<file path="src/rtl/ram_line_interface.sv">
// ----------------------------------------------------------------------------
// ram_line_interface
//
// Memory-interface stage that sits directly below the cache. A whole cache
// line is read or written with a single request pulse; the stage splits the
// line into WORDS_PER_LINE word beats on a narrow RAM bus, with a per-beat
// ready handshake, and returns a one-cycle completion pulse to the cache.
//
// Ports
//   CLK            : clock, all state updates on the rising edge
//   RESET          : synchronous, active-high; aborts any burst in flight
//   SIG_RAM_RD     : line read request pulse (only honoured while idle)
//   SIG_RAM_WR     : line write request pulse (only honoured while idle,
//                    wins over SIG_RAM_RD in the same cycle)
//   RAM_LINE_ADDR  : line address, captured with the request
//   MI_IN_DATA     : line to write, captured with SIG_RAM_WR
//   MI_OUT_DATA    : last completed read line (writes never change it)
//   MI_SIG_RAM_ACK : one-cycle completion pulse for reads and writes
//   BUS_ADDR       : word address {line, beat}
//   BUS_RE/BUS_WE  : word read / write strobes, held high across beats
//   BUS_WDATA      : write word for the current beat
//   BUS_RDATA      : read word, taken when BUS_READY=1 during a read beat
//   BUS_READY      : RAM completes the current beat this cycle
//   BUSY           : high whenever the stage is not idle
//
// All outputs are registers. The next value of every register is computed in
// a single combinational process and committed in a single clocked process.
// ----------------------------------------------------------------------------
module ram_line_interface #(
   parameter  int LINE_ADDR_SIZE = 12,
   parameter  int WORD_SIZE      = 32,
   parameter  int WORDS_PER_LINE = 4,
   localparam int LINE_SIZE      = WORD_SIZE * WORDS_PER_LINE,
   localparam int BEAT_W         = $clog2(WORDS_PER_LINE),
   localparam int BUS_ADDR_W     = LINE_ADDR_SIZE + BEAT_W
) (
   input  logic                      CLK,
   input  logic                      RESET,
   input  logic                      SIG_RAM_RD,
   input  logic                      SIG_RAM_WR,
   input  logic [LINE_ADDR_SIZE-1:0] RAM_LINE_ADDR,
   input  logic [LINE_SIZE-1:0]      MI_IN_DATA,
   output logic [LINE_SIZE-1:0]      MI_OUT_DATA,
   output logic                      MI_SIG_RAM_ACK,
   output logic [BUS_ADDR_W-1:0]     BUS_ADDR,
   output logic                      BUS_RE,
   output logic                      BUS_WE,
   output logic [WORD_SIZE-1:0]      BUS_WDATA,
   input  logic [WORD_SIZE-1:0]      BUS_RDATA,
   input  logic                      BUS_READY,
   output logic                      BUSY
);

   typedef enum logic [1:0] {
      IDLE    = 2'd0,
      RD_BEAT = 2'd1,
      WR_BEAT = 2'd2,
      DONE    = 2'd3
   } state_t;

   // Registered state
   state_t                    state_r;
   logic [BEAT_W-1:0]         beat_r;
   logic [LINE_ADDR_SIZE-1:0] line_addr_r;
   logic [LINE_SIZE-1:0]      wr_line_r;
   logic [LINE_SIZE-1:0]      rd_line_r;
   logic [LINE_SIZE-1:0]      out_data_r;
   logic                      ack_r;
   logic                      re_r;
   logic                      we_r;
   logic [BUS_ADDR_W-1:0]     bus_addr_r;
   logic [WORD_SIZE-1:0]      wdata_r;
   logic                      busy_r;

   // Next-state values
   state_t                    state_s;
   logic [BEAT_W-1:0]         beat_s;
   logic [BEAT_W-1:0]         next_beat_s;
   logic                      last_beat_s;
   logic [LINE_ADDR_SIZE-1:0] line_addr_s;
   logic [LINE_SIZE-1:0]      wr_line_s;
   logic [LINE_SIZE-1:0]      rd_line_s;
   logic [LINE_SIZE-1:0]      out_data_s;
   logic                      ack_s;
   logic                      re_s;
   logic                      we_s;
   logic [BUS_ADDR_W-1:0]     bus_addr_s;
   logic [WORD_SIZE-1:0]      wdata_s;
   logic                      busy_s;

   // Next-state and next-output logic of the burst FSM
   always_comb begin
      state_s     = state_r;
      beat_s      = beat_r;
      line_addr_s = line_addr_r;
      wr_line_s   = wr_line_r;
      rd_line_s   = rd_line_r;
      out_data_s  = out_data_r;
      ack_s       = 1'b0;
      re_s        = 1'b0;
      we_s        = 1'b0;
      bus_addr_s  = bus_addr_r;
      wdata_s     = wdata_r;
      next_beat_s = beat_r + BEAT_W'(1);
      last_beat_s = (beat_r == BEAT_W'(WORDS_PER_LINE - 1));

      case (state_r)
         IDLE: begin
            // Write has priority: the cache issues the write-back before the
            // refill, so a simultaneous read is simply dropped.
            if (SIG_RAM_WR) begin
               state_s     = WR_BEAT;
               beat_s      = '0;
               line_addr_s = RAM_LINE_ADDR;
               wr_line_s   = MI_IN_DATA;
               we_s        = 1'b1;
               bus_addr_s  = {RAM_LINE_ADDR, {BEAT_W{1'b0}}};
               wdata_s     = MI_IN_DATA[WORD_SIZE-1:0];
            end else if (SIG_RAM_RD) begin
               state_s     = RD_BEAT;
               beat_s      = '0;
               line_addr_s = RAM_LINE_ADDR;
               re_s        = 1'b1;
               bus_addr_s  = {RAM_LINE_ADDR, {BEAT_W{1'b0}}};
            end else begin
               state_s = IDLE;
            end
         end

         RD_BEAT: begin
            re_s = 1'b1;
            if (BUS_READY) begin
               rd_line_s[int'(beat_r)*WORD_SIZE +: WORD_SIZE] = BUS_RDATA;
               if (last_beat_s) begin
                  // Result becomes visible on the same edge that raises ACK
                  state_s    = DONE;
                  re_s       = 1'b0;
                  ack_s      = 1'b1;
                  beat_s     = '0;
                  out_data_s = rd_line_s;
               end else begin
                  beat_s     = next_beat_s;
                  bus_addr_s = {line_addr_r, next_beat_s};
               end
            end else begin
               beat_s = beat_r;
            end
         end

         WR_BEAT: begin
            we_s = 1'b1;
            if (BUS_READY) begin
               if (last_beat_s) begin
                  state_s = DONE;
                  we_s    = 1'b0;
                  ack_s   = 1'b1;
                  beat_s  = '0;
               end else begin
                  beat_s     = next_beat_s;
                  bus_addr_s = {line_addr_r, next_beat_s};
                  wdata_s    = wr_line_r[int'(next_beat_s)*WORD_SIZE +: WORD_SIZE];
               end
            end else begin
               beat_s = beat_r;
            end
         end

         DONE: begin
            state_s = IDLE;
         end

         default: begin
            state_s = IDLE;
            beat_s  = '0;
         end
      endcase

      busy_s = (state_s != IDLE);
   end

   // State and output registers with synchronous reset
   always_ff @(posedge CLK) begin
      if (RESET) begin
         state_r     <= IDLE;
         beat_r      <= '0;
         line_addr_r <= '0;
         wr_line_r   <= '0;
         rd_line_r   <= '0;
         out_data_r  <= '0;
         ack_r       <= 1'b0;
         re_r        <= 1'b0;
         we_r        <= 1'b0;
         bus_addr_r  <= '0;
         wdata_r     <= '0;
         busy_r      <= 1'b0;
      end else begin
         state_r     <= state_s;
         beat_r      <= beat_s;
         line_addr_r <= line_addr_s;
         wr_line_r   <= wr_line_s;
         rd_line_r   <= rd_line_s;
         out_data_r  <= out_data_s;
         ack_r       <= ack_s;
         re_r        <= re_s;
         we_r        <= we_s;
         bus_addr_r  <= bus_addr_s;
         wdata_r     <= wdata_s;
         busy_r      <= busy_s;
      end
   end

   assign MI_OUT_DATA    = out_data_r;
   assign MI_SIG_RAM_ACK = ack_r;
   assign BUS_ADDR       = bus_addr_r;
   assign BUS_RE         = re_r;
   assign BUS_WE         = we_r;
   assign BUS_WDATA      = wdata_r;
   assign BUSY           = busy_r;

endmodule
</file>
<file path="config.mk">
export PLATFORM = sky130hd
export DESIGN_NAME = ram_line_interface
export DESIGN_NICKNAME = d
export VERILOG_FILES = /design/src/rtl/ram_line_interface.sv
export SDC_FILE = /design/constraint.sdc
export NUM_CORES = 1
export LEC_CHECK = 0
export BUFFER_PORTS_ARGS = -buffer_cell sky130_fd_sc_hd__clkbuf_2
export CAP_MARGIN = 20
export CORE_ASPECT_RATIO = 1.1
export CORE_UTILIZATION = 25
export CTS_BUF_LIST = sky130_fd_sc_hd__clkbuf_8
export CTS_CLUSTER_DIAMETER = 60
export DETAILED_ROUTE_END_ITERATION = 6
export PLACE_DENSITY = 0.51
export SLEW_MARGIN = 40
export SYNTH_ARGS = -nofsm -noshare
export SYNTH_HDL_FRONTEND = slang
export SYNTH_SLANG_ARGS = --single-unit
export TNS_END_PERCENT = 100
</file>
<file path="constraint.sdc">
create_clock -name CLK -period 2.6 [get_ports CLK]
set_input_delay 0.26 -clock CLK [delete_from_list [all_inputs] [get_ports CLK]]
set_output_delay 0.26 -clock CLK [all_outputs]
set_load 0.01 [all_outputs]
</file>
==> impl_results.md, run 1 <==
- Outcome: complete, no violations
- Core box area: 0.06769 sq mm
- Fin nets: 2613
- Via Count: roughly 17000
- Yosys warnings: 0
- Grt met1 use: between 20% and 30%
- Flip-flop and latch count after synthesis: 418
- Synthesized area per cell: about 8.7 sq um
- EDFF count, synth: 0
- First-pass DRT Iterations: 7
- Die Span Y: 276.2 um
- Die footprint: approximately 0.069 sq mm
- Design area: 0.02316 sq mm
- Starting Density: about 25%
- Worst VDD drop: 624.4 uV
- Max incr delay on CP: 0.43 ns
- Count of input and output buffers: 354
- Worst path top cell family by delay: simple AND/OR/NAND/NOR gates
- Number of global-route vias before repair: 16600
- Post-synth top area cell: dfxtp_1
- Routed Wire Length: 62.90 mm
- Antenna Nets Post-Route: 0
- Fillers: 7071
- RePlAce Congestion: just over 0.8
- RSZ-0062 raised after global routing: no
- Hold Crit Class: in -> reg
- Largest net degree at the start of global routing: 118
- Critical Path Slowest Stage Cell: nand3b_1
- Cell leakage power: 9.202 nW
- Synth top area share: 48.98%
- Largest cells by area after synthesis: dfxtp_1 49%, nand2_1 8.0%, a21oi_1 5.7%
- Overflow after GRT: 0
- # IOs: 355
- Mapped cell area: approximately 0.017 sq mm
- Max Clk Rate: 431.6 MHz
- Tmin final: 2.317 ns
- Dpl hpwl: 40.70 mm
- Register area share after synthesis: 48.98%
- Post-synthesis net count: 2163
- Root buffer cell: clkbuf_8
- Buf+Inv Stages, Crit Path: 2
- Initial antenna violation count: 4
- CP Max Fanout: 25
- Rel. slew slack: 48.90%
- Total track usage: between 10% and 20%
- Synth-to-Final Area Change: 35.58%
- Clock sink count: 418
- Worst skew pair latency: 0.67 ns
- CTS tree: yes
- Kind of critical path: reg -> reg
- Critical Path, Cell by Cell: inv_1 -> ha_1 -> and2_2 -> buf_4 -> nand3b_1 -> o21ai_0
- DR WL/cell: 18.50 um
- Worst Path Required: 3.15 ns
- Power Density: 659.4 mW/mm^2
- Cell Area, Placed: between 0.015 and 0.02 sq mm
- Final Max Slew Viols: 0
- Most frequent cells after synthesis: 418 x dfxtp_1, 365 x nand2_1, 193 x a21oi_1
- CTS Buf Count: 77
- M2 GR Usage: roughly 30%
- CP Data Arrival Time: around 2.9 ns
- Grt met3 use: 4.368%
- Asr flop ratio synth: 0%
- Clk pin slew, worst setup/hold paths: around 0.060 ns
- Clock Skew: ~0.028 ns
- Setup Viol. Count Final: 0
- Slew @ Worst Pin: between 0.7 and 0.8 ns
- Post-Syn Instances: 1975
- Vias per Instance: slightly below 5
- Die width: ~250 um
- Yosys cell types: 48
- CP startpoint kind: register
- GRT Max-Usage Layer: met2
- Most numerous cell in the Yosys netlist: dfxtp_1
- First-pass GRT wire length: 96.86 mm
- Final core utilization: 34.22%
- Clock H-tree levels: 3
- Final hold violations: 0
- Clk buf depth: 3
- Initial DRC Count: ~1300
- Worst hold slack: roughly 0.075 ns
- Final worst path period share: 89.12%
- Max Cap Viol: 0
- DRC Markers: 0
- Setup TNS: 0 ns
- Main synth FF type: dfxtp_1
- Row count: 100
- Share of cells above drive strength 1: 24.58%
- Critical Path Sink Type: register
==> routing by layer <==
metal,part of all wire (%),wire length (um)
met1,40,25300
met2,49,30550
met3,8.0,5052
met4,3.2,1993
met5,0,0
==> metrics by stage <==
stage / cells / total power [W] / worst slack (ns)
after global placement: 3091 / 0.008571 / 0.3897
after floorplan: 1975 / 0.007885 / 0.09828
after CTS: 3396 / 0.01548 / 0.2341
final: 3400 / 0.01527 / 0.2830
after detailed placement: 3092 / 0.008604 / 0.2585
after global routing: 3400 / 0.01596 / 0.07338
==> cells by family (layout without fill, tap and decap cells) <==
family | count (synthesis) | count (layout) | synth area share (%)
and+or+nand+nor | 623 | 623 | 15.66
adders and majority gates | 11 | 11 | 0.8056
muxes | 89 | 89 | 5.771
buffers and inverters | 248 | 751 | 6.027
other | 0 | 4 | 0
DFF | 418 | 418 | 48.98
AOI/OAI and AO/OA | 586 | 586 | 22.76
==> final timing paths <==
check / cells past startpoint / slack, ns / startpoint / endpoint
max: 6 / 0.28 / state_r[1] / rd_line_r[33]
min: 3 / 0.08 / BUS_RDATA[30] / MI_OUT_DATA[94]
max reg2reg: 6 / 0.28 / state_r[1] / rd_line_r[33]
min reg2reg: 2 / 0.45 / wr_line_r[102] / wr_line_r[102]
==> layout by cell type (no fill, tap or decap), types with 14 or more instances in the layout <==
| cell | count |
|---|---|
| o32ai_1 | 32 |
| a221oi_1 | 52 |
| a222oi_1 | 32 |
| buf_12 | 15 |
| a41oi_1 | 32 |
| a32oi_1 | 52 |
| dlygate4sd3_1 | 172 |
| a31oi_1 | 32 |
| o21ai_0 | 119 |
| clkbuf_8 | 93 |
| buf_4 | 35 |
| nand2_1 | 364 |
| dfxtp_1 | 417 |
| clkbuf_2 | 353 |
| nand3_1 | 76 |
| inv_1 | 60 |
| a211oi_1 | 31 |
| nor2_1 | 107 |
| mux2_2 | 76 |
| nand2b_1 | 35 |
| nand3b_1 | 14 |
| a21oi_1 | 193 |
==> state kept, by name, summed over array words and instances, names as in the netlist <==
name and count:
beat_r 2, MI_OUT_DATA 128, rd_line_r 96, state_r 2
BUS_ADDR 14, BUSY 1, BUS_WE 1, BUS_WDATA 32
line_addr_r 12, BUS_RE 1, MI_SIG_RAM_ACK 1, wr_line_r 128
==> layout make-up <==
class / count / area (sq um) / area share, %
antenna: 4 / 10.01 / 0.04321
inverter: 40 / 152.6 / 0.6590
multi-input combinational: 1309 / 7760 / 33.50
tap: 918 / 1149 / 4.958
timing repair buffer: 579 / 4116 / 17.77
sequential: 418 / 8372 / 36.14
clock inverter: 39 / 325.3 / 1.404
clock buffer: 93 / 1280 / 5.526
==> where the power goes <==
part / switching, W / internal [W] / leakage [nW]
sequential: 0.000139 / 0.00665 / 3.40
clock: 0.00293 / 0.00367 / 0.896
combinational: 0.00110 / 0.000788 / 4.90
total: 0.00417 / 0.0111 / 9.20
==> timing repair <==
item / CTS / global route
hold buffers: 172 / 0
resized for setup: 0 / 0
buffers inserted: 0 / 0
endpoints found under the hold margin: 346 / 0
==> worst min-delay path, delay by kind of cell <==
kind	cells	cell delay (ns)
buffers and inverters	1	0.22
AOI/OAI and AO/OA	1	0.07
and+or+nand+nor	1	0.14
No activity file was read; power rests on OpenSTA's default activity.
==> run 2: changes to the inputs <==
--- a/config.mk
+++ b/config.mk
@@ -9,7 +9,7 @@
 export CAP_MARGIN = 20
 export CORE_ASPECT_RATIO = 1.1
 export CORE_UTILIZATION = 25
-export CTS_BUF_LIST = sky130_fd_sc_hd__clkbuf_8
+export CTS_BUF_LIST = sky130_fd_sc_hd__clkbuf_8 sky130_fd_sc_hd__clkbuf_16
 export CTS_CLUSTER_DIAMETER = 60
 export DETAILED_ROUTE_END_ITERATION = 6
 export PLACE_DENSITY = 0.51
==> run 2 against run 1 <==
Power grew 3.0%. Sequential power is essentially flat. Global-route usage shrank 0.24 points. Utilization shrank 0.25 points. Clock power grew 7.6%. Critical path type unchanged. Largest cell class unchanged. Largest power group is now clock.
==> impl_results.md, run 2 (same netlist as run 1, synthesis figures left out) <==
- Outcome: complete, no violations
- Post-CTS Setup Bufs: 0 (unchanged)
- Hold_buf cts: 146 (-15%)
- Via Count: 16650 (-1.4%)
- DR WL/cell: 18.67 um (+0.90%)
- Max Cap Viol: 0 (unchanged)
- Cell Area, Placed: 0.01982 sq mm (unchanged)
- Share of cells above drive strength 1: 24.31% (-0.27 points)
- Internal power: 0.01159 W (+4.3%)
- CTS Buf Count: 50 (-35%)
- Hold Crit Class: in -> reg
- Clock H-tree levels: 2 (-1)
- Initial DRC Count: 1295 (-0.69%)
- Final worst path period share: 90.34% (+1.2 points)
- Synth-to-Final Area Change: 34.61%
- Kind of critical path: reg -> reg
- Clk buf depth: 3 (unchanged)
- Design area: 0.02300 sq mm (-0.72%)
- Root buffer cell: clkbuf_16
- Rel. slew slack: 49.75% (+0.85 points)
- Worst hold slack: 0.03513 ns (-0.04030 ns)
- Final Max Slew Viols: 0 (unchanged)
- Final hold violations: 0 (unchanged)
- Worst VDD drop: 462.0 uV (-26%)
- RSZ-0062 raised after global routing: no
- Vias per Instance: 4.996 (+0.57%)
- Clk network pwr share: 45.1% (+1.9 points)
- Total track usage: 17.39% (-0.24 points)
- Fin nets: 2560 (-2.0%)
- Sequential share of power: 43.1% (-1.3 points)
- R2R depth: 6 (unchanged)
- # IOs: 355 (unchanged)
- Die width: 251.3 um (unchanged)
- RePlAce Congestion: 0.8117 (unchanged)
- Commonest non-fill, non-tap cell in the layout: dfxtp_1
- Sw power: 0.004150 W (-0.49%)
- CP startpoint kind: register
- Overflow after GRT: 0 (unchanged)
- CP Data Arrival Time: 2.82 ns (-0.05 ns)
- Row count: 100 (unchanged)
- Sw Ratio: 26.37% (-0.93 points)
- DRC Markers: 0 (unchanged)
- Initial antenna violation count: 5 (+1)
- Hold Path Stages: 3 (unchanged)
- Largest net degree at the start of global routing: 118 (unchanged)
- Dpl hpwl: 40.70 mm (unchanged)
- First-pass GRT wire length: 95.99 mm (-0.90%)
- CP Max Fanout: 25 (unchanged)
- Number of global-route vias before repair: 16450 (-0.94%)
- Core box area: 0.06769 sq mm (unchanged)
- Routed Wire Length: 62.22 mm (-1.1%)
- Logic pwr share: 11.8% (-0.6 points)
- Tmin final: 2.349 ns (+0.03172 ns)
- Clock Skew: 0.03348 ns (+0.005657 ns)
- Count of input and output buffers: 354 (unchanged)
- Slew @ Worst Pin: 0.7538 ns (-0.01274 ns)
- Clk pin slew, worst setup/hold paths: 0.06 ns (about the same)
- Die Span Y: 276.2 um (unchanged)
- Commonest cells after routing, fill and taps aside: 417 x dfxtp_1, 364 x nand2_1, 353 x clkbuf_2
- Cts repair resizes: 0 (unchanged)
- First-pass DRT Iterations: 6 (-1)
- Max Clk Rate: 425.8 MHz (-1.4%)
- CTS tree: yes
- Power Density: 684.3 mW/mm^2 (+3.8%)
- Starting Density: 25.24% (unchanged)
- Worst skew pair latency: 0.59 ns (-0.08 ns)
- Setup TNS: 0 ns (unchanged)
- Setup Viol. Count Final: 0 (unchanged)
- Die footprint: 0.06939 sq mm (unchanged)
- Clock sink count: 418 (unchanged)
- Power consumption: 0.01574 W (+3.0%)
- Critical Path Sink Type: register
- Antenna Nets Post-Route: 0 (unchanged)
- Cell leakage power: 9.064 nW (-1.5%)
- Worst Path Required: 3.08 ns (-0.07 ns)
==> run 2: changes by cell type in the layout (fill, tap and decap cells not counted), sizes merged <==
cell | previous run | this run
clkinv | 8 | 16
inv | 64 | 48
clkinvlp | 3 | 1
clkbuf | 446 | 417
dlygate4sd3 | 172 | 146
bufinv | 4 | 2
==> run 2: path summary, 6_finish.rpt <==
check	startpoint	to	slack, ns
worst min register to register	wr_line_r[102]	wr_line_r[102]	0.45
worst min-delay path	BUS_RDATA[23]	MI_OUT_DATA[119]	0.04
worst max-delay path	state_r[1]	rd_line_r[33]	0.25
worst max register to register	state_r[1]	rd_line_r[33]	0.25
==> run 2: critical path: stages, from the launching register on <==
cell and delay [ns]:
dfxtp_1 0.36, inv_1 0.10, ha_1 0.39, and2_2 0.27, buf_4 0.34, nand3b_1 0.43
o21ai_0 0.34
==> run 2: per-stage QoR <==
step	util, %	cells	setup slack (ns)
3_3_place_gp	29.24	3091	0.3897
2_1_floorplan	-	1975	0.09828
4_1_cts	33.96	3329	0.1887
6_report	33.98	3333	0.2513
5_1_grt	33.98	3333	0.03923
3_5_place_dp	29.29	3092	0.2585
==> run 2: layer usage <==
layer,routed length (um),global-route usage [%],part of all wire [%]
met4,2059,6.660,3.3
met2,30290,29.76,49
met1,25490,21.13,41
met5,13,0,0.021
met3,4364,3.775,7.0
==> run 2: cell type report <==
class                      count  area [sq um]
sequential                   418          8372
multi-input combinational   1309          7760
clock buffer                  64          1455
inverter                      40         152.6
fill                        7046         44690
clock inverter                27         244.0
timing repair buffer         553          3856
tap                          918          1149
antenna                        4         10.01
==> run 2: power groups by stage <==
| stage | Sequential [W] | Clock (W) | Combinational, W |
|---|---|---|---|
| 2_1_floorplan | 0.00692 | 0 | 0.000967 |
| 3_3_place_gp | 0.00692 | 0 | 0.00165 |
| 3_5_place_dp | 0.00693 | 0 | 0.00168 |
| 4_1_cts | 0.00679 | 0.00730 | 0.00186 |
| 5_1_grt | 0.00681 | 0.00757 | 0.00201 |
| 6_report | 0.00679 | 0.00710 | 0.00185 |
